==> config.mk <==
export PLATFORM = sky130hd
export DESIGN_NAME = action_msg_decoder
export DESIGN_NICKNAME = d
export VERILOG_FILES = /design/src/rtl/action_msg_pkg.sv /design/src/rtl/action_msg_fifo.sv /design/src/rtl/action_msg_decoder.sv
export SDC_FILE = /design/constraint.sdc
export NUM_CORES = 1
export LEC_CHECK = 0
export ABC_AREA = 1
export BUFFER_PORTS_ARGS = -buffer_cell sky130_fd_sc_hd__buf_4
export CAP_MARGIN = 20
export CORE_MARGIN = 5
export CORE_UTILIZATION = 40
export CTS_BUF_LIST = sky130_fd_sc_hd__clkbuf_8 sky130_fd_sc_hd__clkbuf_16
export DETAILED_ROUTE_END_ITERATION = 16
export MAX_ROUTING_LAYER = met4
export PLACE_DENSITY_LB_ADDON = 0.3
export SYNTH_ARGS = -nofsm -noshare
export SYNTH_HDL_FRONTEND = slang
export SYNTH_SLANG_ARGS = --single-unit
export TNS_END_PERCENT = 100
==> constraint.sdc <==
create_clock -name clk -period 4.3 [get_ports clk]
set_input_delay 0.645 -clock clk [delete_from_list [all_inputs] [get_ports clk]]
set_output_delay 0.645 -clock clk [all_outputs]
set_load 0.02 [all_outputs]
==> src/rtl/action_msg_pkg.sv <==
// Shared constants for the action-message decoder: type codes, field positions,
// pitch limit and point values.
package action_msg_pkg;

  typedef enum logic [2:0] {
    MT_NONE          = 3'd0,
    MT_ON_TIME       = 3'd1,
    MT_LATE          = 3'd2,
    MT_RELEASE_OK    = 3'd3,
    MT_MISS          = 3'd4,
    MT_EARLY_RELEASE = 3'd5,
    MT_WRONG_KEY     = 3'd6,
    MT_RESERVED      = 3'd7
  } msg_type_e;

  localparam int MSG_W     = 9;
  localparam int TYPE_MSB  = 8;
  localparam int TYPE_LSB  = 6;
  localparam int PITCH_MSB = 5;
  localparam int PITCH_LSB = 0;

  localparam logic [5:0] MAX_PITCH = 6'd60;

  localparam logic [3:0] PTS_ON_TIME    = 4'd4;
  localparam logic [3:0] PTS_LATE       = 4'd2;
  localparam logic [3:0] PTS_RELEASE_OK = 4'd1;

  localparam int BONUS_STREAK = 8;

endpackage

==> src/rtl/action_msg_fifo.sv <==
// Generic synchronous first-word-fall-through FIFO; dout always shows the head entry.
module action_msg_fifo #(
  parameter int DEPTH = 8,
  parameter int WIDTH = 9
) (
  input  logic                     clk,
  input  logic                     reset,
  input  logic                     push,
  input  logic [WIDTH-1:0]         din,
  input  logic                     pop,
  output logic [WIDTH-1:0]         dout,
  output logic                     full,
  output logic                     empty,
  output logic [$clog2(DEPTH):0]   count
);

  localparam int AW = $clog2(DEPTH);

  logic [WIDTH-1:0] mem [DEPTH];
  logic [AW-1:0]    wr_ptr;
  logic [AW-1:0]    rd_ptr;
  logic             wr_en;
  logic             rd_en;

  assign full  = (count == (AW+1)'(DEPTH));
  assign empty = (count == '0);
  assign dout  = mem[rd_ptr];

  // A write into a full FIFO is legal only when the head leaves in the same cycle.
  assign wr_en = push && (!full || pop);
  assign rd_en = pop && !empty;

  always_ff @(posedge clk) begin
    if (wr_en) mem[wr_ptr] <= din;
  end

  always_ff @(posedge clk) begin
    if (reset) begin
      wr_ptr <= '0;
      rd_ptr <= '0;
      count  <= '0;
    end else begin
      if (wr_en) wr_ptr <= wr_ptr + 1'b1;
      if (rd_en) rd_ptr <= rd_ptr + 1'b1;
      case ({wr_en, rd_en})
        2'b10:   count <= count + 1'b1;
        2'b01:   count <= count - 1'b1;
        default: count <= count;
      endcase
    end
  end

endmodule

==> src/rtl/action_msg_decoder.sv <==
// Action-message decoder: filters and buffers incoming messages, presents events over
// valid/ready and keeps score/streak. Optional macro: ACTION_STREAK_BONUS_EN.
module action_msg_decoder
  import action_msg_pkg::*;
#(
  parameter int DEPTH    = 8,
  parameter int SCORE_W  = 16,
  parameter int STREAK_W = 8
) (
  input  logic                    clk,
  input  logic                    reset,
  input  logic [8:0]              msg,
  input  logic                    msg_enable,
  input  logic                    ev_ready,
  output logic                    ev_valid,
  output logic [2:0]              ev_type,
  output logic [5:0]              ev_pitch,
  output logic [SCORE_W-1:0]      score,
  output logic [STREAK_W-1:0]     streak,
  output logic [STREAK_W-1:0]     best_streak,
  output logic [$clog2(DEPTH):0]  fifo_count,
  output logic                    overflow,
  output logic                    bad_pitch
);

  logic [2:0]       in_type;
  logic [5:0]       in_pitch;
  logic             is_msg;
  logic             pitch_ok;
  logic             push;
  logic             pop;
  logic             full;
  logic             empty;
  logic [MSG_W-1:0] head;

  assign in_type  = msg[TYPE_MSB:TYPE_LSB];
  assign in_pitch = msg[PITCH_MSB:PITCH_LSB];
  assign is_msg   = msg_enable && (in_type != MT_NONE);
  assign pitch_ok = (in_pitch <= MAX_PITCH);
  assign pop      = ev_valid && ev_ready;
  assign push     = is_msg && pitch_ok && (!full || pop);

  action_msg_fifo #(
    .DEPTH (DEPTH),
    .WIDTH (MSG_W)
  ) u_fifo (
    .clk   (clk),
    .reset (reset),
    .push  (push),
    .din   (msg),
    .pop   (pop),
    .dout  (head),
    .full  (full),
    .empty (empty),
    .count (fifo_count)
  );

  // Head fields are forced to zero when empty so the outputs read 0 out of reset.
  assign ev_valid = !empty;
  assign ev_type  = ev_valid ? head[TYPE_MSB:TYPE_LSB]   : 3'd0;
  assign ev_pitch = ev_valid ? head[PITCH_MSB:PITCH_LSB] : 6'd0;

  logic [3:0]          points;
  logic                streak_inc;
  logic                streak_clr;
  logic [SCORE_W:0]    score_sum;
  logic [SCORE_W-1:0]  score_n;
  logic [STREAK_W-1:0] streak_n;
  logic [STREAK_W-1:0] best_n;

  always_comb begin
    points     = 4'd0;
    streak_inc = 1'b0;
    streak_clr = 1'b0;
    if (pop) begin
      case (msg_type_e'(ev_type))
        MT_ON_TIME:       begin points = PTS_ON_TIME;    streak_inc = 1'b1; end
        MT_LATE:          begin points = PTS_LATE;       streak_inc = 1'b1; end
        MT_RELEASE_OK:    points = PTS_RELEASE_OK;
        MT_MISS,
        MT_EARLY_RELEASE,
        MT_WRONG_KEY:     streak_clr = 1'b1;
        default:          points = 4'd0;
      endcase
`ifdef ACTION_STREAK_BONUS_EN
      // Bonus is judged on the streak before this hit is counted.
      if (streak_inc && (streak >= STREAK_W'(BONUS_STREAK))) points = points << 1;
`endif
    end

    score_sum = {1'b0, score} + (SCORE_W+1)'(points);
    score_n   = score_sum[SCORE_W] ? {SCORE_W{1'b1}} : score_sum[SCORE_W-1:0];

    streak_n = streak;
    if (streak_clr)                          streak_n = '0;
    else if (streak_inc && (streak != '1))   streak_n = streak + 1'b1;

    best_n = (streak_n > best_streak) ? streak_n : best_streak;
  end

  always_ff @(posedge clk) begin
    if (reset) begin
      score       <= '0;
      streak      <= '0;
      best_streak <= '0;
      overflow    <= 1'b0;
      bad_pitch   <= 1'b0;
    end else begin
      score       <= score_n;
      streak      <= streak_n;
      best_streak <= best_n;
      if (is_msg && !pitch_ok)                  bad_pitch <= 1'b1;
      if (is_msg && pitch_ok && full && !pop)   overflow  <= 1'b1;
    end
  end

endmodule

==> metrics.csv <==
stage,metric,value,unit
synth,synth-seq-cells,119,
placed_design,gp_congestion,0.8459,
worst_setup_path,cpLargestDelayFamily,simple AND/OR/NAND/NOR gates,
global_routing,grt_pass1_vias,4188,
layout,final_cell_mix,"89 x inv_1, 84 x nand2_1, 82 x nor2_1",
drt,post-route-drc-count,0,
clocking,cts_hold_buf,0,
drt,dr.pass1.iters,5,
layout,drive_gt1_share,18.42,%
worst_setup_path,crit_required,4.66,ns
layout,areaGrowthSynthToFinish,21.82,%
power,power_density,607.6,mW/mm²
clocking,clockBufferDepth,2,
synth,syn_avg_cell_area,9.278,µm²
synth,synth_top_area_share,39.36,%
timing,setup_viol,0,
drt,drtIter0Drc,308,
floorplanning,die_h,127.2,µm
layout,final_area,0.006691,mm²
worst_setup_path,endpoint,score[13],
synth,syn_area,0.005493,mm²
timing,setup_tns,0,ns
drt,vias_per_cell,4.870,
floorplanning,io_pins,61,
min_path,hold_path.class,reg2reg,
floorplanning,core_area,0.01335,mm²
placed_design,portBuffers,60,
clocking,cts_tree,done,
worst_setup_path,r2r_setup_slack,0.60,ns
flow_run,cap_violations,0,
power,p_leak,2.878,nW
worst_setup_path,worstPathBufferInverterCount,5,
synth,synthXorXnorAreaFrac,0.9567,%
floorplanning,dieArea,0.01618,mm²
timing,layout_min_cycle_time,3.702,ns
clocking,htree_num_levels,4,
worst_setup_path,cp_common_cell,nand2_1,
synth,async_flop_share,0,%
synth,synth_area_leaders,"edfxtp_1 39%, dfxtp_1 17%, inv_1 5.9%",
drt,detail_route.wl_per_cell,14.68,µm
worst_setup_path,path_class,reg2reg,
synth,synth_edf_count,72,
timing,tightest_slew,1.078,ns
synth,yosys_warnings,0,
placed_design,hpwl,8.512,mm
synth,ys_seq_area_share,56.49,%
worst_setup_path,worstSetupPathDepth,22,
power,peakVddDrop,0.0003424,V
timing,hold_viol,0,
layout,final_common_cell,inv_1,
timing,max_freq,270.1,MHz
power,total_power,4.066,mW
clocking,clk_latency,0.42,ns
worst_setup_path,cp_slowest_stage_delay,0.51,ns
timing,max-slew-margin-rel,27.87,%
placed_design,dpl-instance-area,0.006100,mm²
timing,period_share,86.10,%
layout,n_fill_cell,1222,
synth,yosys.area.top_type,edfxtp_1,
global_routing,track_usage,16.81,%
worst_setup_path,critPathMaxFanout,36,
worst_setup_path,worstSetupEndpointType,register,
synth,synthesis.nets,624,
synth,ys.flop_type,edfxtp_1,
floorplanning,row_count,42,
layout,nets,692,
timing,skew,0.01380,ns
status,status,finished clean,
worst_setup_path,rr_endpoint,score[13],
worst_setup_path,slowest_stage,dfxtp_2,
clocking,cts.clk_slew.worst_paths,0.06,ns
worst_setup_path,r2r_cells,22,
clocking,cts.sinks,119,
synth,muxShareOfSynthArea,0,%
clocking,root_buffer,clkbuf_16,
floorplanning,start_util,41.15,%
global_routing,grt_max_degree,37,
worst_setup_path,crit_chain,inv_8 > nand2_1 > nand3_1 > nand3_1 > nand2_1 > nor2_4 > nand2_1 > nor3_1 > ha_1 > fa_1 > inv_1 > o21ai_0 > nand3_1 > inv_1 > nand3_1 > nor2_1 > nand2_1 > inv_1 > a21oi_1 > o21ai_0 > nand2_1 > inv_1,
synth,synth_compound_area_share,10.48,%
drt,vias,4135,
drt,ant_nets,0,
layout,antenna_cells,0,
timing,rsz0062_at_grt,false,
global_routing,grt_first_pass_wirelength,20.69,mm
synth,synth_cell_types,38,
synth,synthAdderAreaFrac,4.601,%
placed_design,place_ws,0.3524,ns
synth,synth_top_family_by_area,simple AND/OR/NAND/NOR gates,
worst_setup_path,arrival,4.07,ns
synth,synth-simple-area-share,19.20,%
worst_setup_path,worstSetupStartpointType,register,
synth,syn_inst,592,
drt,wl,12.46,mm
clocking,cts_buffers,17,
global_routing,grt.overflow.total,0,
floorplanning,die_w,127.2,µm
timing,drv_slew,0,
timing,setup_slack,0.5979,ns
global_routing,grt_antenna_before_repair,0,
## cells in the mapped netlist, types with 2 or more instances
cell type / count
inv_1: 86
nand2_1: 84
nor2_1: 82
edfxtp_1: 72
o21ai_0: 58
dfxtp_1: 47
nand3_1: 33
a21oi_1: 23
ha_1: 17
a31oi_1: 12
clkbuf_1: 12
nand2_2: 8
nand3_2: 8
o22ai_1: 6
nand4_1: 5
nor3_1: 5
xor2_1: 4
a21oi_2: 3
a211oi_1: 2
buf_2: 2
buf_6: 2
fa_1: 2
nor2_4: 2
or2_2: 2
xnor2_1: 2
## power by group
group	internal (mW)	leakage [nW]	switching (mW)	total, mW
clock network	0.879	0.302	0.482	1.36
logic	0.480	1.54	0.848	1.33
registers	1.31	1.04	0.0715	1.38
## cells by family after synthesis
group | Yosys count
adders and majority gates | 19
buffers and inverters | 107
AOI/OAI and AO/OA | 106
and+or+nand+nor | 235
xor gates and xnor gates | 6
DFF | 119
## registers in the layout, indices dropped and copies added (netlist names), named ones only
| name | cells |
|---|---|
| u_fifo.count | 4 |
| u_fifo.mem | 72 |
| score | 16 |
| best_streak | 8 |
| overflow | 1 |
| bad_pitch | 1 |
| u_fifo.rd_ptr | 3 |
| streak | 8 |
| u_fifo.wr_ptr | 3 |
## final cells by class
cell class / count / area, µm² / share of cell area (%)
inverter: 88 / 337.8 / 5.049
clock inverter: 10 / 77.57 / 1.159
sequential: 119 / 3104 / 46.39
clock buffer: 22 / 505.5 / 7.554
tap: 176 / 220.2 / 3.291
timing repair buffer: 68 / 510.5 / 7.629
multi-input combinational: 366 / 1936 / 28.93
## how the worst min path moves through the flow
stage	from	end	slack, ns	depth (start not counted)
5_1_grt	msg[3]	u_fifo.mem[5][3]	0.47	1
3_3_place_gp	u_fifo.rd_ptr[2]	u_fifo.rd_ptr[2]	0.45	2
2_1_floorplan	u_fifo.rd_ptr[2]	register	0.43	2
6_report	u_fifo.rd_ptr[2]	register	0.46	2
3_5_place_dp	u_fifo.rd_ptr[2]	u_fifo.rd_ptr[2]	0.46	2
4_1_cts	u_fifo.rd_ptr[2]	u_fifo.rd_ptr[2]	0.46	2
## tightest hold or removal path, stage by stage (launching register included)
cell and delay [ns]:
dfxtp_1 0.31, inv_1 0.05, a21oi_1 0.06
## layer usage
metal | vias to the layer above | routed length [µm] | track usage, %
li1 | 2109 | - | -
met1 | 1920 | 5691 | 20.94
met2 | 97 | 5904 | 26.06
met3 | 9 | 720 | 4.549
met4 | 0 | 147 | 6.877
met5 | - | 0 | -
## repair_timing
item                       4_1_cts  5_1_grt
hold endpoints to repair         0        0
gates resized for setup          0        1
setup endpoints to repair        0        4
setup buffers                    0        0
## stage by stage
stage,hold slack (ns),util [%],std cells
detailed placement,0.4554,45.70,816
floorplan,0.4331,-,592
global placement,0.4524,45.70,816
CTS,0.4639,50.07,848
finish,0.4614,50.13,849
global route,0.4707,50.13,849
Power figures use the tool's default switching activity.
